--- src/rtl/multicycle_controller_if.sv ---
`default_nettype none
// ============================================================================
// Module      : multicycle_controller_if
// Description : Control bundle between the multicycle RV32I control FSM and
//               the shared datapath (instruction/status in, selects and
//               enables out, plus debug state and retired-instruction count).
// Revision    : 1.0 - initial release
// ============================================================================
interface multicycle_controller_if #(
  parameter int CNT_W = 32
);
  // Datapath -> controller
  logic [6:0]       op;
  logic             zero;
  logic             mem_ready;
  // Controller -> datapath
  logic             pc_write;
  logic             adr_src;
  logic             mem_write;
  logic             ir_write;
  logic [1:0]       result_src;
  logic [1:0]       alu_src_a;
  logic [1:0]       alu_src_b;
  logic [1:0]       alu_op;
  logic [1:0]       imm_src;
  logic             reg_write;
  logic             illegal;
  logic [3:0]       state;
  logic [CNT_W-1:0] retired;

  // Controller side
  modport master (
    input  op, zero, mem_ready,
    output pc_write, adr_src, mem_write, ir_write, result_src,
           alu_src_a, alu_src_b, alu_op, imm_src, reg_write,
           illegal, state, retired
  );

  // Datapath side
  modport slave (
    output op, zero, mem_ready,
    input  pc_write, adr_src, mem_write, ir_write, result_src,
           alu_src_a, alu_src_b, alu_op, imm_src, reg_write,
           illegal, state, retired
  );
endinterface
`default_nettype wire

--- src/rtl/multicycle_controller.sv ---
`default_nettype none
// ============================================================================
// Module      : multicycle_controller
// Description : Main control FSM of the multicycle RV32I core. Sequences the
//               shared memory/ALU/register-file datapath through fetch,
//               decode, execute, memory and writeback, stalls memory states
//               on mem_ready and counts retired instructions.
// Revision    : 1.0 - initial release
// ============================================================================
module multicycle_controller #(
  parameter bit MEM_HANDSHAKE = 1'b1,
  parameter int CNT_W         = 32
) (
  input  wire logic               clk,
  input  wire logic               reset,
  multicycle_controller_if.master bus
);

  localparam logic [3:0] S_FETCH    = 4'd0;
  localparam logic [3:0] S_DECODE   = 4'd1;
  localparam logic [3:0] S_MEMADR   = 4'd2;
  localparam logic [3:0] S_MEMREAD  = 4'd3;
  localparam logic [3:0] S_MEMWB    = 4'd4;
  localparam logic [3:0] S_MEMWRITE = 4'd5;
  localparam logic [3:0] S_EXECR    = 4'd6;
  localparam logic [3:0] S_EXECI    = 4'd7;
  localparam logic [3:0] S_ALUWB    = 4'd8;
  localparam logic [3:0] S_BEQ      = 4'd9;
  localparam logic [3:0] S_JAL      = 4'd10;

  localparam logic [6:0] OP_LW   = 7'b0000011;
  localparam logic [6:0] OP_SW   = 7'b0100011;
  localparam logic [6:0] OP_R    = 7'b0110011;
  localparam logic [6:0] OP_I    = 7'b0010011;
  localparam logic [6:0] OP_BEQ  = 7'b1100011;
  localparam logic [6:0] OP_JAL  = 7'b1101111;

  localparam logic [CNT_W-1:0] c_cnt_one = {{(CNT_W-1){1'b0}}, 1'b1};

  logic [3:0]       r_state;
  logic [3:0]       w_next;
  logic [CNT_W-1:0] r_retired;
  logic             w_ready;
  logic             w_retire;
  logic [1:0]       w_imm_dec;

  logic             w_pc_write;
  logic             w_adr_src;
  logic             w_mem_write;
  logic             w_ir_write;
  logic [1:0]       w_result_src;
  logic [1:0]       w_alu_src_a;
  logic [1:0]       w_alu_src_b;
  logic [1:0]       w_alu_op;
  logic [1:0]       w_imm_src;
  logic             w_reg_write;
  logic             w_illegal;

  // Memory-ready qualifier; a memory with no handshake always completes.
  generate
    if (MEM_HANDSHAKE) begin : g_handshake
      assign w_ready = bus.mem_ready;
    end else begin : g_no_handshake
      assign w_ready = 1'b1;
    end
  endgenerate

  // Immediate format decoded straight from the opcode.
  always_comb begin
    case (bus.op)
      OP_SW:   w_imm_dec = 2'b01;
      OP_BEQ:  w_imm_dec = 2'b10;
      OP_JAL:  w_imm_dec = 2'b11;
      default: w_imm_dec = 2'b00;
    endcase
  end

  // State register.
  always_ff @(posedge clk) begin
    if (reset) begin
      r_state <= S_FETCH;
    end else begin
      r_state <= w_next;
    end
  end

  // Next-state logic; unknown opcodes and unused encodings fall back to FETCH.
  always_comb begin
    w_next = S_FETCH;
    case (r_state)
      S_FETCH:    w_next = w_ready ? S_DECODE : S_FETCH;
      S_DECODE: begin
        case (bus.op)
          OP_LW, OP_SW: w_next = S_MEMADR;
          OP_R:         w_next = S_EXECR;
          OP_I:         w_next = S_EXECI;
          OP_BEQ:       w_next = S_BEQ;
          OP_JAL:       w_next = S_JAL;
          default:      w_next = S_FETCH;
        endcase
      end
      S_MEMADR:   w_next = bus.op[5] ? S_MEMWRITE : S_MEMREAD;
      S_MEMREAD:  w_next = w_ready ? S_MEMWB : S_MEMREAD;
      S_MEMWB:    w_next = S_FETCH;
      S_MEMWRITE: w_next = w_ready ? S_FETCH : S_MEMWRITE;
      S_EXECR:    w_next = S_ALUWB;
      S_EXECI:    w_next = S_ALUWB;
      S_ALUWB:    w_next = S_FETCH;
      S_BEQ:      w_next = S_FETCH;
      S_JAL:      w_next = S_ALUWB;
      default:    w_next = S_FETCH;
    endcase
  end

  // Control outputs as a function of state plus the ready/zero qualifiers.
  always_comb begin
    w_pc_write   = 1'b0;
    w_adr_src    = 1'b0;
    w_mem_write  = 1'b0;
    w_ir_write   = 1'b0;
    w_result_src = 2'b00;
    w_alu_src_a  = 2'b00;
    w_alu_src_b  = 2'b00;
    w_alu_op     = 2'b00;
    w_reg_write  = 1'b0;
    w_illegal    = 1'b0;
    w_imm_src    = (r_state <= S_JAL) ? w_imm_dec : 2'b00;
    case (r_state)
      S_FETCH: begin
        w_alu_src_b  = 2'b10;
        w_result_src = 2'b10;
        w_ir_write   = w_ready;
        w_pc_write   = w_ready;
      end
      S_DECODE: begin
        w_alu_src_a = 2'b01;
        w_alu_src_b = 2'b01;
        case (bus.op)
          OP_LW, OP_SW, OP_R, OP_I, OP_BEQ, OP_JAL: w_illegal = 1'b0;
          default:                                  w_illegal = 1'b1;
        endcase
      end
      S_MEMADR: begin
        w_alu_src_a = 2'b10;
        w_alu_src_b = 2'b01;
      end
      S_MEMREAD: begin
        w_adr_src = 1'b1;
      end
      S_MEMWB: begin
        w_result_src = 2'b01;
        w_reg_write  = 1'b1;
      end
      S_MEMWRITE: begin
        w_adr_src   = 1'b1;
        w_mem_write = 1'b1;
      end
      S_EXECR: begin
        w_alu_src_a = 2'b10;
        w_alu_op    = 2'b10;
      end
      S_EXECI: begin
        w_alu_src_a = 2'b10;
        w_alu_src_b = 2'b01;
        w_alu_op    = 2'b10;
      end
      S_ALUWB: begin
        w_reg_write = 1'b1;
      end
      S_BEQ: begin
        w_alu_src_a = 2'b10;
        w_alu_op    = 2'b01;
        w_pc_write  = bus.zero;
      end
      S_JAL: begin
        w_alu_src_a = 2'b01;
        w_alu_src_b = 2'b10;
        w_pc_write  = 1'b1;
      end
      default: begin
        w_imm_src = 2'b00;
      end
    endcase
  end

  // An instruction retires on the edge that leaves its final state.
  assign w_retire = (r_state == S_MEMWB) || (r_state == S_ALUWB) ||
                    (r_state == S_BEQ)   || ((r_state == S_MEMWRITE) && w_ready);

  // Retired-instruction counter, wraps naturally.
  always_ff @(posedge clk) begin
    if (reset) begin
      r_retired <= '0;
    end else if (w_retire) begin
      r_retired <= r_retired + c_cnt_one;
    end
  end

  assign bus.pc_write   = w_pc_write;
  assign bus.adr_src    = w_adr_src;
  assign bus.mem_write  = w_mem_write;
  assign bus.ir_write   = w_ir_write;
  assign bus.result_src = w_result_src;
  assign bus.alu_src_a  = w_alu_src_a;
  assign bus.alu_src_b  = w_alu_src_b;
  assign bus.alu_op     = w_alu_op;
  assign bus.imm_src    = w_imm_src;
  assign bus.reg_write  = w_reg_write;
  assign bus.illegal    = w_illegal;
  assign bus.state      = r_state;
  assign bus.retired    = r_retired;

endmodule
`default_nettype wire
--- src/flat_wrapper.sv ---
// flat-port wrapper written by rule: the top's interface ports become plain ports
module multicycle_controller_flat 
#(
  parameter bit MEM_HANDSHAKE = 1'b1,
  parameter int CNT_W         = 32
)
  (clk, reset, bus_op, bus_zero, bus_mem_ready, bus_pc_write, bus_adr_src, bus_mem_write, bus_ir_write, bus_result_src, bus_alu_src_a, bus_alu_src_b, bus_alu_op, bus_imm_src, bus_reg_write, bus_illegal, bus_state, bus_retired);
  multicycle_controller_if #(.CNT_W(CNT_W)) bus_i ();
  input  wire logic clk;
  input  wire logic reset;
  input wire logic [$bits(bus_i.op)-1:0] bus_op;
  input wire logic [$bits(bus_i.zero)-1:0] bus_zero;
  input wire logic [$bits(bus_i.mem_ready)-1:0] bus_mem_ready;
  output wire logic [$bits(bus_i.pc_write)-1:0] bus_pc_write;
  output wire logic [$bits(bus_i.adr_src)-1:0] bus_adr_src;
  output wire logic [$bits(bus_i.mem_write)-1:0] bus_mem_write;
  output wire logic [$bits(bus_i.ir_write)-1:0] bus_ir_write;
  output wire logic [$bits(bus_i.result_src)-1:0] bus_result_src;
  output wire logic [$bits(bus_i.alu_src_a)-1:0] bus_alu_src_a;
  output wire logic [$bits(bus_i.alu_src_b)-1:0] bus_alu_src_b;
  output wire logic [$bits(bus_i.alu_op)-1:0] bus_alu_op;
  output wire logic [$bits(bus_i.imm_src)-1:0] bus_imm_src;
  output wire logic [$bits(bus_i.reg_write)-1:0] bus_reg_write;
  output wire logic [$bits(bus_i.illegal)-1:0] bus_illegal;
  output wire logic [$bits(bus_i.state)-1:0] bus_state;
  output wire logic [$bits(bus_i.retired)-1:0] bus_retired;
  assign bus_i.op = bus_op;
  assign bus_i.zero = bus_zero;
  assign bus_i.mem_ready = bus_mem_ready;
  assign bus_pc_write = bus_i.pc_write;
  assign bus_adr_src = bus_i.adr_src;
  assign bus_mem_write = bus_i.mem_write;
  assign bus_ir_write = bus_i.ir_write;
  assign bus_result_src = bus_i.result_src;
  assign bus_alu_src_a = bus_i.alu_src_a;
  assign bus_alu_src_b = bus_i.alu_src_b;
  assign bus_alu_op = bus_i.alu_op;
  assign bus_imm_src = bus_i.imm_src;
  assign bus_reg_write = bus_i.reg_write;
  assign bus_illegal = bus_i.illegal;
  assign bus_state = bus_i.state;
  assign bus_retired = bus_i.retired;
  multicycle_controller #(.MEM_HANDSHAKE(MEM_HANDSHAKE), .CNT_W(CNT_W)) u_core (.clk(clk), .reset(reset), .bus(bus_i));
endmodule
--- config.mk ---
export PLATFORM = sky130hd
export DESIGN_NAME = multicycle_controller_flat
export DESIGN_NICKNAME = d
export VERILOG_FILES = /design/src/rtl/multicycle_controller_if.sv /design/src/rtl/multicycle_controller.sv /design/src/flat_wrapper.sv
export SDC_FILE = /design/constraint.sdc
export NUM_CORES = 1
export LEC_CHECK = 0
export BUFFER_PORTS_ARGS = -buffer_cell sky130_fd_sc_hd__buf_4
export CORE_MARGIN = 2
export CORE_UTILIZATION = 53
export CTS_BUF_LIST = sky130_fd_sc_hd__clkbuf_8
export DETAILED_ROUTE_END_ITERATION = 8
export PLACE_DENSITY = 0.82
export SLEW_MARGIN = 20
export SYNTH_ARGS = -nofsm -noshare
export SYNTH_HDL_FRONTEND = slang
export SYNTH_SLANG_ARGS = --single-unit
--- constraint.sdc ---
create_clock -name clk -period 2.3 [get_ports clk]
set_clock_uncertainty 0.2 [all_clocks]
set_input_delay 0.115 -clock clk [delete_from_list [all_inputs] [get_ports clk]]
set_output_delay 0.115 -clock clk [all_outputs]
set_load 0.01 [all_outputs]
== Word level (Yosys, flattened, before mapping) ==
Cells that the tools add are included.
Cells by class
  add/sub/neg operators: 1
  magnitude comparators: 1
  equality and inequality tests: 16
  mux-type cells: 20
  reductions and logical operators: 16
Operators by type and width (number)
  adder 32 x 1 -> 32 bit (second input constant): 1
  case mux 4 bit (6 select lines): 1
  case mux 4 bit (5 select lines): 1
  equality test 4 x 3 -> 1 bit (second input constant): 4
  case mux 2 bit (2 select lines): 4
  equality test 7 x 6 -> 1 bit (second input constant): 2
  equality test 7 bit (second input constant): 2
  equality test 4 bit (second input constant): 3
  OR reduction 2 bit: 6
  OR reduction 11 bit: 1
  two-way mux 3 bit: 3
  equality test 4 x 2 -> 1 bit (second input constant): 2
  equality test 7 x 2 -> 1 bit (second input constant): 1
  equality test 7 x 5 -> 1 bit (second input constant): 1
  two-way mux 1 bit: 7
  case mux 2 bit (3 select lines): 1
  OR reduction 3 bit: 2
  OR reduction 6 bit: 1
  equality test 4 x 1 -> 1 bit (second input constant): 1
  <= comparator 4 bit (second input constant): 1
  zero test 4 bit: 1
  two-way mux 2 bit: 2
  OR reduction 4 bit: 1
  logical OR 1 bit: 3
  other kinds (2): 2
Word-level totals
  flip-flop bits (word level): 36
  word-level logic and storage cells: 56

== Depth between registers and ports, before layout ==
  depth after elaboration: 4
  depth in mapped cells: 7

== Least setup slack after synthesis ==
OpenSTA, ideal clock, no wires.
  kind: reg-to-reg
  start: register u_core.r_retired[3], in the netlist u_core.bus.retired[3]
  end: register u_core.r_retired[27], in the netlist u_core.bus.retired[27]
  arrival: 1.721 ns
  required time: 1.977 ns
  slack: 0.256 ns
  stages on the path, launching flop included: 7
  path through: dfxtp_1 > nand2_2 > or3_1 > buf_6 > nor3_4 > nand4_1 > mux2_1
Between the ends
  cells in the longest elaborated chain, start to end: 1
Ends and longest elaborated chain
  from (decl): line multicycle_controller.sv:42  | logic [CNT_W-1:0] r_retired;
  from (signal assigned): line multicycle_controller.sv:195  | r_retired <= r_retired + c_cnt_one;
  adder 32 x 1 -> 32 bit: line multicycle_controller.sv:195
No other way between the ends.
A chain may end at the register's enable or synchronous reset.

== Worst setup path after layout ==
  start: register u_core.r_retired[0], in the netlist u_core.bus.retired[0]
  end: register u_core.r_retired[22], in the netlist u_core.bus.retired[22]
Same word-level chain as after synthesis.

==> results.sh <==
export IMPL_global_route_overflow_total=0
export IMPL_max_clock_path_buffers=2
export IMPL_detailedPlace_worstSlack_ns=0.2309
export IMPL_number_of_enable_flip_flop_cells_after_synthesis=0
export IMPL_yosys_register_bits=36
export IMPL_clkSlewWorstSetupHoldPaths_ns=0.07
export IMPL_placement_rows=22
export IMPL_postSynthAreaPerCell_sq_um=7.736
export IMPL_synthMostInstantiatedCell="sky130_fd_sc_hd__nor2_1"
export IMPL_gate_count_post_synth=273
export IMPL_ffs_w_async_s_r_synth=0
export IMPL_worstHoldPathType="in2reg"
export IMPL_criticalPathCategory="reg2reg"
export IMPL_num_antenna_cells=0
export IMPL_ys_seq_area_frac=0.3412
export IMPL_dieHeight_um=67.13
export IMPL_synth_lib_cells_used_distinct=51
export IMPL_grt_max_degree=39
export IMPL_tritoncts="yes"
export IMPL_finalWirelength_um=5349
export IMPL_post_dp_hpwl_um=3912
export IMPL_vdd_ir_drop_max_uv=396.5
export IMPL_first_iter_violations=118
export IMPL_finalNetCount=357
export IMPL_worstSetupStartpoint="u_core.bus.retired[0]$_SDFFE_PP0P_"
export IMPL_ys_flop_type="sky130_fd_sc_hd__dfxtp_1"
export IMPL_critical_path_max_fanout=5
export IMPL_detailroute_via_count=2199
export IMPL_synthesis_nets=285
export IMPL_hold_path_startpoint="reset"
export IMPL_fp_dieArea_sq_um=4506
export IMPL_finalCritPeriodShare=0.9106
export IMPL_total_leakage_power_nw=1.125
export IMPL_ys_top_cells_by_count="42 x sky130_fd_sc_hd__nor2_1, 36 x sky130_fd_sc_hd__dfxtp_1, 20 x sky130_fd_sc_hd__nand2_1, 17 x sky130_fd_sc_hd__a21oi_1"
export IMPL_post_synth_main_area_contributors="sky130_fd_sc_hd__dfxtp_1 34%, sky130_fd_sc_hd__nor2_1 7.5%, sky130_fd_sc_hd__xnor2_1 5.4%"
export IMPL_hold_viol_final=0
export IMPL_layout_setup_ws_ns=0.2057
export IMPL_post_cts_resize_count=0
export IMPL_setup_repair_after_global_routing_missed_its_margin="false"
export IMPL_cts_buffers_inserted=5
export IMPL_fp_dieW_um=67.13
export IMPL_synth_warnings=0
export IMPL_post_cts_buffers=0
export IMPL_wl_per_cell_um=13.58
export IMPL_n_fill_cell=298
export IMPL_cts_root_buffer_cell="sky130_fd_sc_hd__clkbuf_8"
export IMPL_r2r_start="u_core.bus.retired[0]$_SDFFE_PP0P_"
export IMPL_max_slew_worst_pin_slew_ns=0.4336
export IMPL_grt_first_pass_wirelength_um=8797
export IMPL_initial_core_util=0.5642
export IMPL_final_antenna_net_count=0
export IMPL_report_final_slew_viol_count=0
export IMPL_syn_area_sq_um=2112
export IMPL_number_of_maximum_capacitance_violations=0
export IMPL_timing_critical_path_to_type="flip-flop"
export IMPL_top_achievable_clock_speed_mhz=477.5
export IMPL_drt_first_pass_iters=4
export IMPL_fin_tns_setup_ns=0
export IMPL_powerDensity_nw_per_um2=498.5
export IMPL_power_total_mw=1.407
export IMPL_outcome="finished, final reports clean"
export IMPL_finalWorstPathRequiredPeriod_ns=2.094
export IMPL_worst_skew_pair_late_latency_ns=0.29
export IMPL_htree_levels=2
export IMPL_routabilityCongestion=0.8453
export IMPL_drc_errors_left=0
export IMPL_detail_route_vias_per_cell=5.581
export IMPL_design_portCount=63
export IMPL_drive_gt1_frac=0.2775
export IMPL_synth_top_cell_area_share=0.3412
export IMPL_first_global_vias=1955
export IMPL_synth_area_leader_cell="sky130_fd_sc_hd__dfxtp_1"
export IMPL_cts_sinks=36
export IMPL_critical_path_required_ns=2.33
export IMPL_setup_violations_final=0
export IMPL_start_kind="flip-flop"
export IMPL_flow_area_growth_from_synthesis_pct=33.59
export IMPL_place_port_buffers=62
export IMPL_holdBufCountCts=1
export IMPL_worstPathArrival_ns=2.12
export IMPL_grt_util_all_layers=0.2545
export IMPL_slew_headroom=0.7068
export IMPL_core_region_area_sq_um=3744
export IMPL_antenna_violations_before_repair=0
==> worst max-delay path: stages (launching register included) <==
cell,delay [ns]
sky130_fd_sc_hd__dfxtp_1,0.40
sky130_fd_sc_hd__ha_1,0.20
sky130_fd_sc_hd__nand2_1,0.11
sky130_fd_sc_hd__nor4b_4,0.36
sky130_fd_sc_hd__nand4_1,0.26
sky130_fd_sc_hd__or3_1,0.36
sky130_fd_sc_hd__a21oi_1,0.13
==> layout make-up <==
cell class | instances | area, sq um | share of cell area
multi-input combinational | 215 | 1292 | 0.4581
clock buffer | 7 | 96.34 | 0.03415
tap | 48 | 60.06 | 0.02129
inverter | 9 | 33.78 | 0.01197
clock inverter | 1 | 30.03 | 0.01064
sequential | 36 | 720.7 | 0.2554
timing repair buffer | 78 | 588.1 | 0.2084
==> where the power goes <==
part           total [mW]  switching (mW)  internal, mW
Clock               0.612           0.229         0.382
Sequential          0.632         0.00496         0.627
Combinational       0.163          0.0890        0.0741
Total                1.41           0.323          1.08
==> worst paths after layout <==
path | slack (ns) | endpoint | cells after the start
worst max-delay path | 0.21 | u_core.bus.retired[22]$_SDFFE_PP0P_ | 6
worst min-delay path | 0.02 | u_core.bus.retired[17]$_SDFFE_PP0P_ | 2
worst max register to register | 0.21 | u_core.bus.retired[22]$_SDFFE_PP0P_ | 6
worst min register to register | 0.32 | u_core.bus.retired[24]$_SDFFE_PP0P_ | 2
==> flip-flops by register name, summed over array words and instances, names as in the netlist <==
register	count
u_core.bus.retired	32
u_core.bus.state	4
==> per-stage QoR <==
step	utilization	hold WS (ns)	cells	instance area, sq um
2_1_floorplan	-	0.1190	273	2112
4_1_cts	0.7537	0.01230	394	2821
3_5_place_dp	0.7172	0.2616	385	2685
6_report	0.7537	0.02101	394	2821
3_3_place_gp	0.7172	0.2689	385	2685
5_1_grt	0.7537	0.03060	394	2821
==> kinds of logic (layout without fill, tap and decap cells) <==
kind of cell             count (synthesis)  after routing  share of synthesized area
multiplexers                             1              1                   0.005331
AND/OR/NAND/NOR                        143            143                     0.3661
AO/OA/AOI/OAI                           49             49                     0.1475
XOR/XNOR                                21             21                    0.08709
buffers and inverters                   22             95                    0.04680
adder cells (fa/ha/maj)                  1              1                   0.005923
flip-flops                              36             36                     0.3412
==> layer usage <==
metal	vias up	part of all wire	wire, um	global-route usage
li1	1113	-	-	-
met1	1012	0.47	2501	0.3340
met2	66	0.47	2504	0.4072
met3	8	0.053	282	0.05405
met4	0	0.011	61	0.09694
met5	-	0	0	0
==> placed cells by master, fill, tap and decap left out, types with 11 or more instances in the layout <==
master	n
sky130_fd_sc_hd__o21ai_0	11
sky130_fd_sc_hd__buf_4	77
sky130_fd_sc_hd__a21oi_1	17
sky130_fd_sc_hd__nor2_1	42
sky130_fd_sc_hd__nand4_1	11
sky130_fd_sc_hd__dfxtp_1	36
sky130_fd_sc_hd__xnor2_1	13
sky130_fd_sc_hd__nand3_1	13
sky130_fd_sc_hd__nand2_1	20
Note: power is estimated with default switching activity, not from simulation.
